<file path="config.mk">
export PLATFORM = sky130hd
export DESIGN_NAME = tinyalu_scoreboard
export DESIGN_NICKNAME = d
export VERILOG_FILES = /design/src/rtl/tinyalu_pkg.sv /design/src/rtl/tinyalu_predictor.sv /design/src/rtl/tinyalu_scoreboard.sv
export SDC_FILE = /design/constraint.sdc
export NUM_CORES = 1
export LEC_CHECK = 0
export CAP_MARGIN = 20
export CORE_UTILIZATION = 48
export DETAILED_ROUTE_END_ITERATION = 10
export PLACE_DENSITY = 0.73
export SYNTH_ARGS = -nofsm -noshare
export SYNTH_HDL_FRONTEND = slang
export SYNTH_SLANG_ARGS = --single-unit
export TNS_END_PERCENT = 50
</file>
<file path="constraint.sdc">
create_clock -name clk -period 9.4 [get_ports clk]
set_input_delay 1.88 -clock clk [delete_from_list [all_inputs] [get_ports clk]]
set_output_delay 1.88 -clock clk [all_outputs]
set_load 0.02 [all_outputs]
</file>
<file path="src/rtl/tinyalu_pkg.sv">
// Shared types, widths and the reference model for the TinyALU checker.
package tinyalu_pkg;

    localparam int OP_W   = 3;
    localparam int DATA_W = 8;
    localparam int RES_W  = 16;

    typedef enum logic [OP_W-1:0] {
        NO_OP = 3'b000,
        ADD   = 3'b001,
        AND   = 3'b010,
        XOR   = 3'b011,
        MUL   = 3'b100
    } op_e;

    typedef enum logic [1:0] {
        S_IDLE,
        S_DRIVE,
        S_NOOP,
        S_HALT
    } state_e;

    function automatic logic [RES_W-1:0] predict(
        input logic [OP_W-1:0]   op,
        input logic [DATA_W-1:0] a,
        input logic [DATA_W-1:0] b
    );
        logic [RES_W-1:0] r;
        r = '0;
        case (op)
            ADD:     r = {8'h00, a} + {8'h00, b};
            AND:     r = {8'h00, a & b};
            XOR:     r = {8'h00, a ^ b};
            MUL:     r = RES_W'(a) * RES_W'(b);
            default: r = '0;
        endcase
        return r;
    endfunction

    // Codes 101-111 behave exactly like NO_OP.
    function automatic logic is_noop(input logic [OP_W-1:0] op);
        logic r;
        r = 1'b1;
        case (op)
            ADD, AND, XOR, MUL: r = 1'b0;
            default:            r = 1'b1;
        endcase
        return r;
    endfunction

endpackage

</file>
<file path="src/rtl/tinyalu_predictor.sv">
// Combinational expected-result generator for one TinyALU operation.
module tinyalu_predictor
    import tinyalu_pkg::*;
(
    input  logic [OP_W-1:0]   i_op,
    input  logic [DATA_W-1:0] i_a,
    input  logic [DATA_W-1:0] i_b,
    output logic [RES_W-1:0]  o_expected
);

    assign o_expected = predict(i_op, i_a, i_b);

endmodule

</file>
<file path="src/rtl/tinyalu_scoreboard.sv">
// Drives the TinyALU start/done handshake, checks each result against
// the prediction and keeps saturating pass/fail statistics.
module tinyalu_scoreboard
    import tinyalu_pkg::*;
#(
    parameter int TIMEOUT   = 64,
    parameter int MAX_FAILS = 2,
    parameter int CNT_W     = 16
) (
    input  logic              clk,
    input  logic              reset,
    input  logic              in_valid,
    output logic              in_ready,
    input  logic [OP_W-1:0]   in_op,
    input  logic [DATA_W-1:0] in_a,
    input  logic [DATA_W-1:0] in_b,
    output logic              alu_reset_n,
    output logic              alu_start,
    output logic [OP_W-1:0]   alu_op,
    output logic [DATA_W-1:0] alu_a,
    output logic [DATA_W-1:0] alu_b,
    input  logic              alu_done,
    input  logic [RES_W-1:0]  alu_result,
    output logic              cmp_valid,
    output logic              cmp_pass,
    output logic [RES_W-1:0]  cmp_expected,
    output logic [RES_W-1:0]  cmp_actual,
    output logic [CNT_W-1:0]  pass_count,
    output logic [CNT_W-1:0]  fail_count,
    output logic              timeout_err,
    output logic              halt
);

    localparam int TMO_W = $clog2(TIMEOUT) + 1;

    state_e           r_state;
    state_e           w_state_nxt;
    logic [TMO_W-1:0] r_tmo;
    logic [RES_W-1:0] r_pred;
    logic [RES_W-1:0] w_pred;
    logic             w_accept;
    logic             w_done;
    logic             w_tmo;
    logic             w_cmp;
    logic             w_pass;
    logic             w_thresh;
    logic [CNT_W-1:0] w_fail_inc;
    logic [CNT_W-1:0] w_pass_inc;

    tinyalu_predictor u_pred (
        .i_op       (in_op),
        .i_a        (in_a),
        .i_b        (in_b),
        .o_expected (w_pred)
    );

    assign in_ready   = (r_state == S_IDLE) & ~reset;
    assign w_accept   = in_ready & in_valid;
    assign w_done     = (r_state == S_DRIVE) & alu_done;
    assign w_tmo      = (r_state == S_DRIVE) & ~alu_done
                      & (r_tmo == TMO_W'(TIMEOUT - 1));
    assign w_cmp      = w_done | w_tmo;
    assign w_pass     = w_done & (alu_result == r_pred);
    assign w_fail_inc = (&fail_count) ? fail_count : fail_count + 1'b1;
    assign w_pass_inc = (&pass_count) ? pass_count : pass_count + 1'b1;
    // Counters lag the compare by one edge, so look ahead for the halt decision.
    assign w_thresh   = w_cmp & ~w_pass
                      & (w_fail_inc >= CNT_W'(MAX_FAILS));

    always_comb begin
        w_state_nxt = r_state;
        unique case (r_state)
            S_IDLE:
                if (w_accept)
                    w_state_nxt = is_noop(in_op) ? S_NOOP : S_DRIVE;
            S_NOOP:
                w_state_nxt = S_IDLE;
            S_DRIVE:
                if (w_cmp)
                    w_state_nxt = w_thresh ? S_HALT : S_IDLE;
            S_HALT:
                w_state_nxt = S_HALT;
            default:
                w_state_nxt = S_IDLE;
        endcase
    end

    always_ff @(posedge clk) begin
        if (reset) begin
            r_state      <= S_IDLE;
            r_tmo        <= '0;
            r_pred       <= '0;
            alu_reset_n  <= 1'b0;
            alu_start    <= 1'b0;
            alu_op       <= '0;
            alu_a        <= '0;
            alu_b        <= '0;
            cmp_valid    <= 1'b0;
            cmp_pass     <= 1'b0;
            cmp_expected <= '0;
            cmp_actual   <= '0;
            pass_count   <= '0;
            fail_count   <= '0;
            timeout_err  <= 1'b0;
            halt         <= 1'b0;
        end else begin
            r_state     <= w_state_nxt;
            alu_reset_n <= 1'b1;
            cmp_valid   <= w_cmp;

            if (w_accept) begin
                alu_start <= 1'b1;
                alu_op    <= in_op;
                alu_a     <= in_a;
                alu_b     <= in_b;
                r_pred    <= w_pred;
                r_tmo     <= '0;
            end else if (r_state == S_NOOP || w_cmp) begin
                alu_start <= 1'b0;
                alu_op    <= '0;
                alu_a     <= '0;
                alu_b     <= '0;
            end else if (r_state == S_DRIVE) begin
                r_tmo <= r_tmo + 1'b1;
            end

            if (w_cmp) begin
                cmp_pass     <= w_pass;
                cmp_expected <= r_pred;
                cmp_actual   <= w_done ? alu_result : '0;
            end

            if (w_tmo)
                timeout_err <= 1'b1;

            if (cmp_valid) begin
                if (cmp_pass) begin
                    pass_count <= w_pass_inc;
                end else begin
                    fail_count <= w_fail_inc;
                    if (w_fail_inc >= CNT_W'(MAX_FAILS))
                        halt <= 1'b1;
                end
            end
        end
    end

endmodule

</file>
==> impl_metrics.ini <==
[outcome]
status = finished clean

[synth]
synth.distinct_cells = 64
postSynthAreaPerCell_um2 = 8.53
ys_ff_latch = 114
async_flop_share_pct = 0
synthFlopType = dfxtp_1
synth_cells = 862
synth_top_area_cell = dfxtp_1
yosysWarnings = 0
synth_edf_count = 0
synthesis.nets = 985
synth_area_leaders = dfxtp_1, fa_1, ha_1
synth_area_um2 = 7350
synth_top_cell_area_share_pct = 31.0
yosysSeqAreaShare_pct = 31.0

[critical_path]
worst_setup_path_end_kind = flip-flop
crit_end = r_pred[15]
critical_path_depth = 17
r2r_cells = 8
r2r_slack_ns = 6.85
cp_data_arrival_time_ns = 6.72
slowest_delay_ns = 0.73
startpoint_type = input port
worstPathRequired_ns = 9.70
crit_fanout = 10
path_class = in2reg
path_cells = clkdlybuf4s50_1, nand2_1, fa_1, fa_1, inv_1, fa_1, inv_1, fa_1, inv_1, ha_1, a21oi_1, nor2b_1, a311o_1, a41o_1, o41ai_2, xnor2_1, o21ai_1
regToRegEndpoint = r_state[1]
worstReg2RegStart = fail_count[0]
startpoint = in_a[1]
slowest_stage = clkdlybuf4s50_1
path_delay_family = adder cells
path_buf_inv = 4
path_common_cell = fa_1

[die]
chipHeight_um = 126
rows = 44
die_area_um2 = 15800
die_x_um = 126
core-area_um2 = 14800
pin_count = 129
initial_utilization_pct = 49.8

[placed_design]
dp_slack_ns = 2.59
dpl.hpwl_um = 14100
portBuffers = 128
gp_congestion = 0.864
dp_cells = 1143

[detailed_routing]
routedWlPerCell_um = 16.1
drtIter0Drc = 423
drc = 0
viasPerCell = 5.50
ant_nets = 0
vias = 6438
wl_um = 18900
dr.pass1.iters = 5

[final_layout]
layout_common_cells = clkdlybuf4s50_1, dfxtp_1, nor2_1
n_antenna_cell = 0
multi_input_comb_area_um2 = 4720
drive_gt1_share_pct = 4.96
final_nets = 1102
syn2layout_area_growth_pct = 26.3
layout_commonest_cell = clkdlybuf4s50_1
fillers = 1256
fin_cells = 1171
ff_latch_area_um2 = 2280

[power]
p_seq_share_pct = 32.6
p_sw_mw = 0.496
irDropWorstVdd_v = 0.000150
p_leak_nw = 3.71
powerDensity_nw_per_um2 = 170
p_sw_share_pct = 31.5
power_frac_comb_pct = 30.0
p_clk_share_pct = 37.5
p_int_mw = 1.08

[timing]
fin_ws_ns = 2.97
hold_violations = 0
period_share_pct = 68.4
clock.fmax_ghz = 0.156
tns_ns = 0
worstMarginPinSlew_ns = 0.971
skew_ns = 0.00928
min_period_ns = 6.43
drv_slew = 0
finalSetupViolations = 0
slew_headroom_pct = 35.3
grt_setup_unrepaired = false

[clock_network]
cts_made_buffers = 17
cts.clk_slew.worst_paths_ns = 0.05
clock-sinks = 114
htreeDepth = 4
cts_setup_buffers = 0
cts_hold_buffers = 0
clk_latency_ns = 0.42
cts-root-buf = clkbuf_16
cts_tree = built
cts_resized = 0
cts_buffer_depth = 2

[global_routing]
grt_max_degree = 91
grt_usage_pct = 24.7
antenna_found_initial = 0
grt_pass1_vias = 6102
grt_pass1_wl_um = 31000
grt_overflow = 0

[flow_run]
maxCapViolCount = 0

[min_path]
hold_class = reg2reg
## cell type report
cell class | count | share of cell area, %
repair buffers | 133 | 14.1
inverters | 57 | 2.30
clock buffers | 22 | 5.11
flip-flops and latches | 114 | 24.6
well taps | 184 | 2.48
multi-input cells | 656 | 50.8
clock inverters | 5 | 0.620
## worst min-delay path, stage by stage, from the launching register on
cell and delay (ns):
dfxtp_1 0.32, nand2_1 0.05, o31ai_1 0.05
## state kept, by name (all words and copies together), names as in the netlist, 2 cells and up
| signal | cells |
|---|---|
| alu_a | 8 |
| alu_b | 8 |
| alu_op | 3 |
| cmp_actual | 16 |
| cmp_expected | 16 |
| fail_count | 16 |
| pass_count | 16 |
| r_pred | 16 |
| r_state | 2 |
| r_tmo | 7 |
## metal layers
metal	part of all wire, %	up-vias	GRT usage, %
met5	0	-	0
met4	1.5	0	8.08
met3	4.6	27	4.33
met2	47	192	40.6
met1	47	3045	32.9
li1	-	3174	-
## cell families (layout without fill, tap and decap cells)
kind of cell / Yosys count / in the layout / share of synthesized area, %
buf+inv: 92 / 217 / 4.94
compound gates: 165 / 165 / 14.4
xor+xnor: 61 / 61 / 7.27
mux: 11 / 11 / 1.53
simple gates: 335 / 335 / 22.8
fa+ha+maj: 84 / 84 / 18.1
flops: 114 / 114 / 31.0
## per-stage QoR
step | util [%] | total power [mW] | area [µm²] | hold WS (ns)
floorplan | - | 0.863 | 7350 | 0.441
global placement | 59.3 | 0.980 | 8750 | 0.439
detailed placement | 59.3 | 0.989 | 8750 | 0.445
CTS | 62.9 | 1.58 | 9280 | 0.452
global route | 62.9 | 1.67 | 9290 | 0.472
finish | 62.9 | 1.58 | 9290 | 0.452
## cells in the mapped netlist, types with 2 or more instances
| master | count |
|---|---|
| xor2_1 | 36 |
| nand4_1 | 12 |
| o21bai_1 | 2 |
| and2_1 | 50 |
| o211a_1 | 2 |
| o21a_1 | 3 |
| a311oi_1 | 2 |
| nand2_1 | 94 |
| nor3_4 | 2 |
| and3_4 | 2 |
| or3_1 | 8 |
| nor4_1 | 3 |
| nor2_1 | 97 |
| nor3_1 | 10 |
| a31oi_1 | 9 |
| nor2b_1 | 7 |
| a21o_1 | 4 |
| o211ai_1 | 4 |
| fa_1 | 37 |
| a21oi_1 | 51 |
| inv_1 | 56 |
| ha_1 | 47 |
| nand3_1 | 20 |
| a22oi_1 | 36 |
| nand2b_1 | 6 |
| buf_2 | 8 |
| nor3_2 | 3 |
| or4_1 | 2 |
| o31ai_1 | 2 |
| nor3b_2 | 2 |
| a221oi_1 | 2 |
| nand4b_1 | 2 |
| clkbuf_1 | 25 |
| o21ai_0 | 22 |
| o22ai_1 | 2 |
| and3_1 | 6 |
| mux2i_1 | 9 |
| dfxtp_1 | 114 |
| mux2_2 | 2 |
| xnor2_1 | 25 |
| o21ai_1 | 13 |
## how the worst min path moves through the flow
stage,start,endpoint,slack (ns),cells past startpoint
CTS,cmp_expected[12],cmp_expected[12],0.45,2
finish,halt,halt,0.45,2
detailed placement,cmp_expected[12],cmp_expected[12],0.45,2
floorplan,r_tmo[6],r_tmo[6],0.44,1
global route,cmp_expected[10],cmp_expected[10],0.47,2
global placement,halt,halt,0.44,2
## power by group through the flow
stage | Clock [mW] | Combinational, mW | Sequential, mW
finish | 0.591 | 0.472 | 0.513
global route | 0.622 | 0.535 | 0.514
CTS | 0.597 | 0.473 | 0.513
detailed placement | 0 | 0.467 | 0.523
global placement | 0 | 0.457 | 0.522
floorplan | 0 | 0.333 | 0.530
Power figures use the tool's default switching activity.
